[src/rtl/fp_pkg.sv]
// Shared FPU definitions: FSM state codes, operand classes,
// exponent bias and canonical quiet-NaN helpers.
package fp_pkg;

  localparam logic [1:0] S_IDLE  = 2'd0;
  localparam logic [1:0] S_CALC  = 2'd1;
  localparam logic [1:0] S_ROUND = 2'd2;
  localparam logic [1:0] S_DONE  = 2'd3;

  typedef enum logic [2:0] {
    CLS_ZERO,
    CLS_SUBN,
    CLS_NORM,
    CLS_INF,
    CLS_QNAN,
    CLS_SNAN
  } fp_cls_e;

  function automatic int bias(input int exp_w);
    return (1 << (exp_w - 1)) - 1;
  endfunction

  // {0, all-ones exponent, 1, 0...} right-aligned in 128 bits.
  function automatic logic [127:0] canonical_qnan(
    input int exp_w,
    input int man_w
  );
    logic [127:0] v;
    v = ((128'd1 << exp_w) - 128'd1) << man_w;
    v = v | (128'd1 << (man_w - 1));
    return v;
  endfunction

endpackage

[src/rtl/fp_classify.sv]
// Combinational operand classifier: a -> class code, sign,
// significand with hidden bit (0 for zero/subnormal exponent).
module fp_classify
  import fp_pkg::*;
#(
  parameter int EXP_W = 8,
  parameter int MAN_W = 23
) (
  input  logic [EXP_W+MAN_W:0] a,
  output fp_cls_e              cls,
  output logic                 neg,
  output logic [MAN_W:0]       sig
);

  logic [EXP_W-1:0] exp_f;
  logic [MAN_W-1:0] frac;
  logic             exp_zero;
  logic             exp_ones;
  logic             frac_zero;

  always_comb begin
    exp_f     = a[EXP_W+MAN_W-1:MAN_W];
    frac      = a[MAN_W-1:0];
    exp_zero  = (exp_f == '0);
    exp_ones  = &exp_f;
    frac_zero = (frac == '0);
    neg       = a[EXP_W+MAN_W];
    sig       = {~exp_zero, frac};
    cls       = CLS_NORM;
    unique case (1'b1)
      exp_zero && frac_zero:  cls = CLS_ZERO;
      exp_zero && !frac_zero: cls = CLS_SUBN;
      exp_ones && frac_zero:  cls = CLS_INF;
      exp_ones && !frac_zero
        && frac[MAN_W-1]:     cls = CLS_QNAN;
      exp_ones && !frac_zero
        && !frac[MAN_W-1]:    cls = CLS_SNAN;
      default:                cls = CLS_NORM;
    endcase
  end

endmodule

[src/rtl/fp_sqrt_iter.sv]
// Sequential IEEE-754 sqrt, restoring radix-2, RNE, one bit/clk.
// in_valid/in_ready/a -> out_valid/out_ready/result + flags.
module fp_sqrt_iter
  import fp_pkg::*;
#(
  parameter  int EXP_W = 8,
  parameter  int MAN_W = 23,
  localparam int XLEN  = 1 + EXP_W + MAN_W
) (
  input  logic            clk,
  input  logic            rst,
  input  logic            in_valid,
  output logic            in_ready,
  input  logic [XLEN-1:0] a,
  output logic            out_valid,
  input  logic            out_ready,
  output logic [XLEN-1:0] result,
  output logic            invalid,
  output logic            inexact,
  output logic            denorm
);

  localparam int RTW = MAN_W + 2;
  localparam int RW  = 2 * RTW;
  localparam int TW  = RTW + 4;
  localparam int CW  = $clog2(RTW + 1);

  localparam logic [CW-1:0]    LAST = CW'(RTW - 1);
  localparam logic [EXP_W-1:0] HBIAS =
    EXP_W'(bias(EXP_W) >> 1);
  localparam logic [127:0]     QNAN_ALL =
    canonical_qnan(EXP_W, MAN_W);
  localparam logic [XLEN-1:0]  QNAN = QNAN_ALL[XLEN-1:0];

  logic [1:0]       state_q, state_d;
  logic [CW-1:0]    cnt_q, cnt_d;
  logic [RW-1:0]    rad_q, rad_d;
  logic [TW-1:0]    rem_q, rem_d;
  logic [RTW-1:0]   root_q, root_d;
  logic [EXP_W-1:0] exp_q, exp_d;
  logic [XLEN-1:0]  result_q, result_d;
  logic             invalid_q, invalid_d;
  logic             inexact_q, inexact_d;
  logic             denorm_q, denorm_d;

  fp_cls_e        cls;
  logic           neg;
  logic [MAN_W:0] sig;

  fp_classify #(
    .EXP_W (EXP_W),
    .MAN_W (MAN_W)
  ) u_cls (
    .a   (a),
    .cls (cls),
    .neg (neg),
    .sig (sig)
  );

  logic             idle;
  logic [EXP_W-1:0] e_f;
  logic             odd;
  logic [RTW-1:0]   m;
  logic [RW-1:0]    rad_init;
  logic [EXP_W-1:0] exp_calc;

  // Even biased exponent means odd unbiased one, so the
  // significand takes one extra left shift to make it even.
  // (E + bias - odd) / 2 == E[W-1:1] + bias/2 + E[0] because
  // bias is odd; this form never needs the spare bit.
  always_comb begin
    idle     = (state_q == S_IDLE);
    e_f      = a[XLEN-2:MAN_W];
    odd      = ~e_f[0];
    m        = odd ? {sig, 1'b0} : {1'b0, sig};
    rad_init = {m, {RTW{1'b0}}};
    exp_calc = {1'b0, e_f[EXP_W-1:1]} + HBIAS
             + {{(EXP_W-1){1'b0}}, e_f[0]};
  end

  logic [RW-1:0]  rad_src;
  logic [TW-3:0]  rem_lo;
  logic [RTW-1:0] root_src;
  logic [TW-1:0]  cat;
  logic [TW-1:0]  trial;
  logic           take;
  logic [TW-1:0]  step_rem;
  logic [RTW-1:0] step_root;
  logic [RW-1:0]  step_rad;

  // The accept edge runs the first iteration from a zero
  // remainder, so CALC only needs RTW-1 more edges.
  always_comb begin
    rad_src   = idle ? rad_init : rad_q;
    rem_lo    = idle ? '0 : rem_q[TW-3:0];
    root_src  = idle ? '0 : root_q;
    cat       = {rem_lo, rad_src[RW-1:RW-2]};
    trial     = cat - {2'b00, root_src, 2'b01};
    take      = ~trial[TW-1];
    step_rem  = take ? trial : cat;
    step_root = {root_src[RTW-2:0], take};
    step_rad  = {rad_src[RW-3:0], 2'b00};
  end

  logic             guard;
  logic             sticky;
  logic             inc;
  logic [MAN_W:0]   frac_sum;
  logic [EXP_W-1:0] exp_rnd;
  logic [XLEN-1:0]  rnd_res;

  always_comb begin
    guard    = root_q[0];
    sticky   = |rem_q;
    inc      = guard & (sticky | root_q[1]);
    frac_sum = {1'b0, root_q[RTW-2:1]}
             + {{MAN_W{1'b0}}, inc};
    exp_rnd  = exp_q
             + {{(EXP_W-1){1'b0}}, frac_sum[MAN_W]};
    rnd_res  = {1'b0, exp_rnd, frac_sum[MAN_W-1:0]};
  end

  logic            sp;
  logic [XLEN-1:0] sp_res;
  logic            sp_inv;
  logic            sp_den;

  always_comb begin
    sp     = 1'b1;
    sp_res = QNAN;
    sp_inv = 1'b0;
    sp_den = 1'b0;
    unique case (cls)
      CLS_ZERO: sp_res = a;
      CLS_SUBN: begin
        sp_res = {a[XLEN-1], {(XLEN-1){1'b0}}};
        sp_den = 1'b1;
      end
      CLS_QNAN: sp_res = QNAN;
      CLS_SNAN: sp_inv = 1'b1;
      CLS_INF: begin
        if (neg) sp_inv = 1'b1;
        else     sp_res = a;
      end
      default: begin
        if (neg) sp_inv = 1'b1;
        else     sp = 1'b0;
      end
    endcase
  end

  always_comb begin
    state_d   = state_q;
    cnt_d     = cnt_q;
    rad_d     = rad_q;
    rem_d     = rem_q;
    root_d    = root_q;
    exp_d     = exp_q;
    result_d  = result_q;
    invalid_d = invalid_q;
    inexact_d = inexact_q;
    denorm_d  = denorm_q;
    unique case (state_q)
      S_IDLE: begin
        if (in_valid) begin
          invalid_d = 1'b0;
          inexact_d = 1'b0;
          denorm_d  = 1'b0;
          if (sp) begin
            result_d  = sp_res;
            invalid_d = sp_inv;
            denorm_d  = sp_den;
            state_d   = S_DONE;
          end else begin
            rad_d   = step_rad;
            rem_d   = step_rem;
            root_d  = step_root;
            cnt_d   = CW'(1);
            exp_d   = exp_calc;
            state_d = S_CALC;
          end
        end
      end
      S_CALC: begin
        rad_d  = step_rad;
        rem_d  = step_rem;
        root_d = step_root;
        cnt_d  = cnt_q + CW'(1);
        if (cnt_q == LAST) state_d = S_ROUND;
      end
      S_ROUND: begin
        result_d  = rnd_res;
        inexact_d = guard | sticky;
        state_d   = S_DONE;
      end
      default: begin
        if (out_ready) state_d = S_IDLE;
      end
    endcase
  end

  always_ff @(posedge clk) begin
    if (rst) begin
      state_q   <= S_IDLE;
      cnt_q     <= '0;
      rad_q     <= '0;
      rem_q     <= '0;
      root_q    <= '0;
      exp_q     <= '0;
      result_q  <= '0;
      invalid_q <= 1'b0;
      inexact_q <= 1'b0;
      denorm_q  <= 1'b0;
    end else begin
      state_q   <= state_d;
      cnt_q     <= cnt_d;
      rad_q     <= rad_d;
      rem_q     <= rem_d;
      root_q    <= root_d;
      exp_q     <= exp_d;
      result_q  <= result_d;
      invalid_q <= invalid_d;
      inexact_q <= inexact_d;
      denorm_q  <= denorm_d;
    end
  end

  assign in_ready  = (state_q == S_IDLE);
  assign out_valid = (state_q == S_DONE);
  assign result    = result_q;
  assign invalid   = invalid_q;
  assign inexact   = inexact_q;
  assign denorm    = denorm_q;

endmodule

[config.mk]
export PLATFORM = sky130hd
export DESIGN_NAME = fp_sqrt_iter
export DESIGN_NICKNAME = d
export VERILOG_FILES = /design/src/rtl/fp_pkg.sv /design/src/rtl/fp_classify.sv /design/src/rtl/fp_sqrt_iter.sv
export SDC_FILE = /design/constraint.sdc
export NUM_CORES = 1
export LEC_CHECK = 0
export ABC_AREA = 1
export BUFFER_PORTS_ARGS = -buffer_cell sky130_fd_sc_hd__clkbuf_2
export CORE_ASPECT_RATIO = 1.1
export CORE_MARGIN = 8
export CORE_UTILIZATION = 40
export CTS_CLUSTER_DIAMETER = 60
export CTS_CLUSTER_SIZE = 16
export DETAILED_ROUTE_END_ITERATION = 8
export SLEW_MARGIN = 25
export SYNTH_ARGS = -nofsm -noshare
export SYNTH_HDL_FRONTEND = slang
export SYNTH_HIERARCHICAL = 1
export SYNTH_SLANG_ARGS = --single-unit
[constraint.sdc]
create_clock -name clk -period 5 [get_ports clk]
set_input_delay 0.5 -clock clk [delete_from_list [all_inputs] [get_ports clk]]
set_output_delay 0.5 -clock clk [all_outputs]
set_load 0.01 [all_outputs]
==> impl_metrics.csv, run 1 <==
group,metric,value,unit
synthesis,async_reset_ff_share,0,%
synthesis,synth-adder-area-share,4.911,%
global_route,antenna_found_initial,0,
sta,worst_slew_pin_slew,0.7825,ns
clocking,hold_buffers,0,
pwr,clkPwrFrac,15.8,%
layout,layout-drive-gt1-share,11.15,%
synthesis,yosysUniqueCellTypes,43,
clocking,clock_latency,0.43,ns
sta,relSlewSlack,47.77,%
sta,rsz0062_at_grt,"false",
drt,drtPass1Iterations,5,
floorplan,ioPinCount,73,
pwr,swShare,53.73,%
synthesis,synth_top_family_by_area,"simple AND/OR/NAND/NOR gates",
layout,syn_to_final_growth,10.41,%
pwr,p_leak,4.506,nW
setup_path,crit_fanout,16,
setup_path,cp-end-kind,"flop",
sta,fin_crit_sh,85.05,%
drt,totalWireLength,28.09,mm
place,hpwlAfterDp,21.31,mm
place,gp_congestion,0.9667,
pwr,p_comb_share,63.2,%
layout,fin_nets,1493,
setup_path,arrival,4.56,ns
clocking,path_clk_slew,0.06,ns
drt,ant_nets,0,
floorplan,floorplan.initialDensity,40.60,%
sta,slew_violations,0,
synthesis,ys.flop_type,"dfxtp_1",
pwr,switching_power,4.126,mW
synthesis,ys_warn_count,6,
worst_hold_path,min_path_type,"input port to flop",
synthesis,yosys_register_bits,127,
global_route,grt_first_pass_wirelength,45.32,mm
clocking,cts.path.max_buffers,2,
clocking,cts.sink_count,127,
sta,max_freq,235.2,MHz
setup_path,path_class,"flop to flop",
synthesis,synth-edff-count,0,
clocking,numCtsBuffers,17,
layout,final_area,9846,um2
drt,drtIter0Drc,623,
clocking,root_buffer,"clkbuf_16",
synthesis,seq_area_frac_synth,28.51,%
place,dpl_cell_area,9269,um2
global_route,grt_start_max_net_pins,63,
pwr,p_int,3.553,mW
drt,drc,0,
global_route,grt_pass1_vias,8752,
sta,fin_crit,4.253,ns
clocking,cts_resized,0,
synthesis,synth_nets,1483,
synthesis,syn_area,8917,um2
sta,hold_viol,0,
clocking,cts_setup_buffers,0,
synthesis,netlist_instances,1412,
global_route,grt_usage,20.57,%
place,io_buffers,72,
global_route,overflow,0,
flow_run,drv_cap,0,
synthesis,synth_area_per_cell,6.315,um2
clocking,htree_num_levels,4,
drt,viasPerCell,5.325,
sta,skew,0.01211,ns
floorplan,fp.dieH,172.6,um
outcome,status,"finished, final reports clean",
pwr,power_frac_seq,21.0,%
pwr,powerDensity,779.9,nW/um2
floorplan,num_rows,57,
synthesis,synth-simple-area-share,27.85,%
floorplan,fp.dieArea,27330,um2
setup_path,crit_required,5.31,ns
sta,setup_violations,0,
synthesis,synth_compound_area_share,23.49,%
clocking,cts_tree,"done",
floorplan,die_w,158.4,um
synthesis,synthMuxAreaShare,0,%
drt,dr_total_vias,9213,
pwr,ir_drop,0.5187,mV
sta,setup-tns-final,0,ns
layout,fill_cells,2373,
layout,num_antenna_cells,0,
setup_path,start_kind,"flop",
floorplan,core,21970,um2
drt,wl_per_cell,16.24,um
synthesis,synthXorXnorAreaFrac,2.161,%
==> layout make-up <==
cell class,instances,area [um2],share of cell area (%)
clock buffers,18,439.2,4.461
repair buffers,85,457.9,4.651
clock inverters,14,132.6,1.347
inverters,182,683.2,6.939
multi-input cells,1009,5221,53.03
well taps,295,369.1,3.749
flip-flops and latches,127,2542,25.82
==> placed cells by master (no fill, tap or decap), drive strengths merged, types with 23 or more instances in the layout <==
| cell | instances |
|---|---|
| ha | 35 |
| a21oi | 149 |
| nand2 | 285 |
| o21ai | 174 |
| dfxtp | 127 |
| nand4 | 23 |
| nor2 | 114 |
| inv | 187 |
| clkbuf | 90 |
| a31oi | 39 |
| nand3 | 97 |
==> path summary, 6_finish.rpt <==
| check | slack, ns | startpoint | depth (start not counted) | endpoint |
|---|---|---|---|---|
| setup / recovery | 0.75 | state_q[0] | 24 | rem_q[15] |
| hold / removal | 0.38 | a[31] | 3 | result[31] |
| hold reg to reg | 0.48 | rad_q[27] | 2 | rad_q[27] |
| setup reg to reg | 0.75 | state_q[0] | 24 | rem_q[15] |
==> through the flow <==
stage	cells	power (mW)	worst slack, ns	hold WS (ns)	utilization, %
after global routing	1730	8.434	0.2596	0.3825	44.82
after detailed placement	1698	6.449	0.7833	0.4703	42.20
after floorplan	1412	5.116	1.033	0.4411	-
after global placement	1698	6.436	0.9894	0.4589	42.20
after CTS	1730	7.690	0.7556	0.3634	44.80
final	1730	7.679	0.7474	0.3759	44.82
==> flip-flops by register name (all words and copies together), names as in the netlist, 2 cells and up <==
register / flops
cnt_q: 5
exp_q: 8
rad_q: 23
rem_q: 29
result: 32
root_q: 25
state_q: 2
==> critical path: stages, from the launching register on <==
cell,delay (ns)
dfxtp_1,0.40
inv_1,0.11
ha_1,0.30
inv_1,0.45
nand2_1,0.12
nand2_1,0.15
inv_1,0.06
ha_1,0.22
o21ai_0,0.18
nand2_1,0.07
nand2_1,0.12
nand2_1,0.08
nand2_2,0.10
nand2_1,0.06
nand2_1,0.15
nand2_1,0.10
nand3_1,0.11
nand2_1,0.06
o2111ai_1,0.08
ha_1,0.27
inv_1,0.42
buf_4,0.33
a21oi_1,0.06
o21ai_0,0.08
a21oi_1,0.08
==> logic make-up (layout without fill, tap and decap cells) <==
logic type               count (synthesis)  in the layout
XOR/XNOR                                22             22
buffers and inverters                  276            299
AO/OA/AOI/OAI                          391            391
flip-flops                             127            127
AND/OR/NAND/NOR                        561            561
adder cells (fa/ha/maj)                 35             35
==> power groups by stage <==
stage	sequential, mW	clock, mW	combinational (mW)
3_5_place_dp	1.62	0	4.83
4_1_cts	1.60	1.23	4.86
5_1_grt	1.65	1.28	5.50
6_report	1.61	1.22	4.85
2_1_floorplan	1.58	0	3.54
3_3_place_gp	1.62	0	4.82
==> synth_stat cells, types with 18 or more instances <==
master      n  area share, %
nand2_1   278             12
inv_1     175            7.4
o21ai_0   169            9.5
a21oi_1   149            8.4
dfxtp_1   127             29
nor2_1    100            4.2
nand3_1    92            5.2
clkbuf_1   47            2.0
a31oi_1    39            2.7
ha_1       35            4.9
buf_4      26            2.2
nand4_1    23            1.6
xor2_1     19            1.9
nor3_1     18            1.0
==> per-layer routing <==
layer | global-route usage [%] | wire [um]
met1 | 27.05 | 12790
met4 | 5.940 | 492
met5 | 0 | 0
met3 | 3.142 | 1504
met2 | 33.95 | 13300
(Power assumes the default switching activity.)
==> inputs of run 2 (changes only) <==
--- a/config.mk
+++ b/config.mk
@@ -8,4 +8,6 @@
 export ABC_AREA = 1
 export BUFFER_PORTS_ARGS = -buffer_cell sky130_fd_sc_hd__clkbuf_2
+export CELL_PAD_IN_SITES_DETAIL_PLACEMENT = 0
+export CELL_PAD_IN_SITES_GLOBAL_PLACEMENT = 1
 export CORE_ASPECT_RATIO = 1.1
 export CORE_MARGIN = 8
@@ -14,7 +16,7 @@
 export CTS_CLUSTER_SIZE = 16
 export DETAILED_ROUTE_END_ITERATION = 8
+export PLACE_DENSITY_LB_ADDON = 0.1
 export SLEW_MARGIN = 25
 export SYNTH_ARGS = -nofsm -noshare
 export SYNTH_HDL_FRONTEND = slang
-export SYNTH_HIERARCHICAL = 1
 export SYNTH_SLANG_ARGS = --single-unit
==> constraint.sdc (replaced) <==
create_clock -name clk -period 5 [get_ports clk]
set_input_delay 0.25 -clock clk [delete_from_list [all_inputs] [get_ports clk]]
set_output_delay 0.25 -clock clk [all_outputs]
set_load 0.01 [all_outputs]
==> run 2 against run 1 <==
Compared with the run above: wire length fell by 11%; final cell count down 12%; sequential share of layout area rose by 1.8 points; die area down 7.6%.
==> impl_metrics.csv, run 2 <==
group,metric,value,unit
setup_path,start_kind,"flop",
synthesis,synth.top_cell.area_share,31.13,%
layout,fill_cells,2182,
place,hpwlAfterDp,18.90,mm
synthesis,yosys_register_bits,127,
synthesis,synth_common_cells,"179 x a21oi_1, 165 x nand2_1, 136 x o21ai_0, 130 x inv_1, 127 x dfxtp_1",
drt,dr_total_vias,8138,
clocking,cts_tree,"done",
clocking,hold_buffers,0,
layout,mostFrequentLayoutCells,"179 x a21oi_1, 165 x nand2_1, 136 x o21ai_0, 129 x inv_1, 127 x dfxtp_1",
layout,final_common_cell,"a21oi_1",
setup_path,crit_fanout,28,
setup_path,cp_slowest_cell,"inv_2",
global_route,overflow,0,
global_route,grt_pass1_vias,7768,
floorplan,num_rows,55,
place,io_buffers,72,
setup_path,timing.rr.start,"state_q[0]",
clocking,cts_resized,0,
drt,viasPerCell,5.354,
synthesis,ys_warn_count,0,
floorplan,fp.dieArea,25250,um2
layout,num_antenna_cells,0,
clocking,cts.sink_count,127,
sta,setup_violations,0,
setup_path,crit_required,5.27,ns
synthesis,async_reset_ff_share,0,%
drt,ant_nets,0,
drt,drtIter0Drc,392,
layout,largest_reg_flops,32,
setup_path,cp-end-kind,"flop",
global_route,grt_usage,19.85,%
setup_path,max_stage_delay,0.49,ns
worst_hold_path,min_path_type,"input port to flop",
sta,fin_crit,4.310,ns
global_route,grt_start_max_net_pins,67,
clocking,clock_latency,0.42,ns
floorplan,die_w,152.2,um
flow_run,drv_cap,0,
synthesis,synth_nets,1290,
drt,wl_per_cell,16.45,um
synthesis,yosys-top-cells-area,"dfxtp_1 31%, a21oi_1 11%, o21ai_0 8.3%, nand2_1 7.6%, ha_1 6.4%",
synthesis,yosysUniqueCellTypes,47,
synthesis,synth_area_per_cell,6.739,um2
drt,totalWireLength,25.00,mm
clocking,htree_num_levels,4,
synthesis,ys.flop_type,"dfxtp_1",
clocking,path_clk_slew,0.06,ns
floorplan,fp.dieH,165.9,um
setup_path,path_cells,"inv_1 > ha_1 > inv_1 > buf_4 > nand2_1 > ha_1 > nand2_1 > o21ai_1 > a21boi_2 > o21ai_2 > nand3b_1 > o211ai_1 > nand2_1 > nand3_1 > ha_1 > inv_2 > nor2_1 > nor3_1 > a211oi_2",
synthesis,synth-edff-count,0,
sta,setup-tns-final,0,ns
global_route,grt_first_pass_wirelength,41.26,mm
clocking,cts.path.max_buffers,2,
global_route,antenna_found_initial,0,
synthesis,syn_area,8168,um2
sta,skew,0.008615,ns
worst_hold_path,holdCritStartpoint,"a[0]",
setup_path,arrival,4.58,ns
sta,slew_violations,0,
setup_path,cp-startpoint,"state_q[0]",
synthesis,synth_top_area_cell,"dfxtp_1",
floorplan,core,20300,um2
floorplan,ioPinCount,73,
clocking,numCtsBuffers,17,
synthesis,seq_area_frac_synth,31.13,%
drt,drc,0,
layout,fin_nets,1329,
drt,drtPass1Iterations,5,
sta,max_freq,232.0,MHz
layout,syn_to_final_growth,12.68,%
sta,hold_viol,0,
place,gp_congestion,0.9086,
sta,worst_slew_pin_slew,0.8298,ns
synthesis,yosysMostFrequentCell,"a21oi_1",
sta,fin_crit_sh,86.19,%
clocking,cts_setup_buffers,0,
layout,layout-drive-gt1-share,12.66,%
floorplan,floorplan.initialDensity,40.23,%
setup_path,path_class,"flop to flop",
synthesis,netlist_instances,1212,
sta,relSlewSlack,44.62,%
outcome,status,"finished, final reports clean",
sta,rsz0062_at_grt,"false",
clocking,root_buffer,"clkbuf_16",
sta,holdWs,0.08535,ns
[run 2: worst paths after layout]
path,to,slack [ns],cells after the start
setup / recovery,rem_q[1],0.69,19
setup reg to reg,rem_q[1],0.69,19
hold / removal,rad_q[27],0.09,3
hold reg to reg,result[28],0.46,2
[run 2: logic make-up (layout without fill, tap and decap cells)]
logic type      after synthesis  count (layout)  synth area share, %
fa+ha+maj                    42              42                6.434
flops                       127             127                31.13
buf+inv                     203             255                10.09
compound gates              389             389                26.53
xor+xnor                     25              25                2.681
simple gates                426             426                23.13
[run 2: area by class of cell]
class	count	area, um2	share of cell area [%]
repair buffers	82	435.4	4.731
clock buffers	20	456.7	4.962
clock inverters	12	117.6	1.278
well taps	256	320.3	3.480
inverters	141	530.5	5.764
multi-input cells	882	4801	52.16
flip-flops and latches	127	2542	27.62
[run 2: critical path, delay by kind of cell (launching register included)]
family	cells	cell delay, ns
buf+inv	4	0.96
simple gates	7	0.84
compound gates	5	0.92
flops	1	0.39
fa+ha+maj	3	1.05
[run 2: through the flow]
stage,setup slack (ns),instances,cell area [um2],util (%)
after global routing,0.2557,1520,9204,45.34
final,0.6903,1520,9204,45.34
after detailed placement,0.6894,1488,8628,42.50
after floorplan,1.040,1212,8168,-
after CTS,0.6705,1520,9203,45.33
after global placement,0.7879,1488,8628,42.50
[run 2: routing by layer]
layer | track usage (%) | share of wire [%]
met4 | 5.872 | 1.8
met3 | 3.670 | 4.2
met1 | 27.36 | 50
met2 | 30.88 | 44
met5 | 0 | 0
Power of run 2 is not shown: default switching activity piles up to over one toggle a cycle in this logic, so the estimate is an artifact.
==> inputs of run 3 (changes only) <==
- CORE_UTILIZATION: 40 -> 42
==> run 3 against run 2 <==
Compared with the run above: core utilization rose by 2.8 points; first-iteration DRC count is 43% higher; maximum frequency grew 0.93%; flip-flop and latch count stayed put; global-route usage increased by 0.61 points; final cell count fell by 0.86%; critical path depth stayed put; sequential share of layout area grew 0.053 points; register-to-register slack better by 0.04 ns; highest routed layer unchanged.
==> impl_metrics.csv, run 3 (synthesis gave the netlist of run 2 again) <==
group,metric,value,unit
outcome,status,"finished, final reports clean",
layout,final_common_cell,"a21oi_1",
sta,fin_crit_sh,85.40,%
layout,fill_cells,2064,
layout,final_util,48.10,%
layout,num_antenna_cells,0,
drt,drtPass1Iterations,5,
setup_path,max_stage_delay,0.46,ns
floorplan,floorplan.initialDensity,42.77,%
layout,instances_no_fill,1507,
floorplan,fp.dieH,162.3,um
global_route,grt_usage,20.45,%
place,hpwlAfterDp,18.27,mm
layout,mostFrequentLayoutCells,"179 x a21oi_1, 165 x nand2_1, 136 x o21ai_0, 129 x inv_1, 127 x dfxtp_1",
drt,drc,0,
drt,viasPerCell,5.384,
floorplan,core,19100,um2
clocking,cts_tree,"done",
setup_path,path_cells,"inv_1 > ha_1 > inv_1 > buf_12 > nand2_1 > ha_1 > nand2_1 > o21ai_1 > a21boi_2 > o21ai_2 > nand3b_1 > o211ai_1 > nand2_1 > nand3_1 > ha_1 > inv_2 > nor2_1 > nor3_1 > a211oi_2",
setup_path,r2r_end,"rem_q[1]",
global_route,grt_start_max_net_pins,72,
sta,setup_violations,0,
place,gp_congestion,0.8802,
sta,worst_slew_pin_slew,0.8542,ns
floorplan,num_rows,53,
layout,fin_nets,1326,
setup_path,crit_cells,19,
clocking,root_buffer,"clkbuf_16",
flow_run,drv_cap,0,
place,placed_cells,1476,
global_route,grt_first_pass_wirelength,39.90,mm
sta,rsz0062_at_grt,"false",
place,io_buffers,72,
clocking,htree_num_levels,4,
setup_path,cp-startpoint,"state_q[0]",
global_route,antenna_found_initial,0,
setup_path,timing.rr.start,"state_q[0]",
worst_hold_path,min_path_type,"input port to flop",
sta,skew,0.008145,ns
clocking,clock_latency,0.42,ns
clocking,cts_setup_buffers,0,
layout,largest_reg_flops,32,
layout,layout-drive-gt1-share,12.46,%
global_route,grt_pass1_vias,7616,
floorplan,fp.dieArea,24170,um2
clocking,cts.path.max_buffers,2,
sta,relSlewSlack,42.99,%
clocking,numCtsBuffers,17,
setup_path,arrival,4.54,ns
layout,syn_to_final_growth,12.47,%
drt,drtIter0Drc,562,
sta,max_freq,234.2,MHz
setup_path,crit_required,5.27,ns
clocking,cts_resized,0,
setup_path,endpoint,"rem_q[1]",
sta,slew_violations,0,
setup_path,r2r_setup_slack,0.73,ns
layout,final_area,9186,um2
drt,dr_total_vias,8114,
setup_path,crit_fanout,46,
setup_path,path_class,"flop to flop",
setup_path,r2r_cells,19,
drt,ant_nets,0,
sta,fin_crit,4.270,ns
floorplan,ioPinCount,73,
floorplan,die_w,149.0,um
global_route,overflow,0,
drt,totalWireLength,24.62,mm
setup_path,crit_family,"adder cells",
clocking,path_clk_slew,0.06,ns
place,dpl_cell_area,8607,um2
drt,wl_per_cell,16.34,um
setup_path,cp_num_buf_inv,4,
setup_path,cp-end-kind,"flop",
setup_path,cp_slowest_cell,"inv_2",
clocking,hold_buffers,0,
sta,setup-tns-final,0,ns
setup_path,start_kind,"flop",
clocking,cts.sink_count,127,
sta,hold_viol,0,
run 3: worst reg2reg max path: stages, from the launching register on:
cell and delay, ns:
dfxtp_1 0.41, inv_1 0.09, ha_1 0.25, inv_1 0.16
buf_12 0.24, nand2_1 0.13, ha_1 0.37, nand2_1 0.07
o21ai_1 0.35, a21boi_2 0.17, o21ai_2 0.25, nand3b_1 0.14
o211ai_1 0.12, nand2_1 0.09, nand3_1 0.09, ha_1 0.35
inv_2 0.47, nor2_1 0.10, nor3_1 0.24, a211oi_2 0.05
run 3: per-layer routing:
metal / GRT usage, % / part of all wire (%)
met3: 3.339 / 5.1
met5: 0 / 0
met4: 6.431 / 1.7
met2: 31.08 / 44
met1: 28.81 / 49
run 3: cell type report:
| class | instances | area (um2) | share of cell area (%) |
|---|---|---|---|
| multi-input cells | 882 | 4801 | 52.26 |
| flip-flops and latches | 127 | 2542 | 27.68 |
| inverters | 141 | 530.5 | 5.775 |
| clock buffers | 18 | 439.2 | 4.781 |
| repair buffers | 79 | 425.4 | 4.631 |
| well taps | 247 | 309.0 | 3.364 |
| clock inverters | 13 | 138.9 | 1.512 |
run 3: metrics by stage:
| step | hold WS (ns) | setup slack, ns |
|---|---|---|
| after global placement | 0.4501 | 0.9756 |
| after floorplan | 0.3285 | 1.040 |
| after detailed placement | 0.4580 | 0.7843 |
| final | 0.1002 | 0.7302 |
| after global routing | 0.1002 | 0.3401 |
| after CTS | 0.08551 | 0.7704 |
run 3: worst min path at each step:
stage / from / cells past startpoint / slack, ns / to
5_1_grt: a[0] / 3 / 0.10 / rad_q[27]
4_1_cts: a[0] / 3 / 0.09 / rad_q[27]
3_5_place_dp: denorm / 2 / 0.46 / denorm
6_report: a[0] / 3 / 0.10 / rad_q[27]
2_1_floorplan: rst / 1 / 0.33 / exp_q[3]
3_3_place_gp: rad_q[41] / 2 / 0.45 / rad_q[41]
Power of run 3 is left out for the same reason.
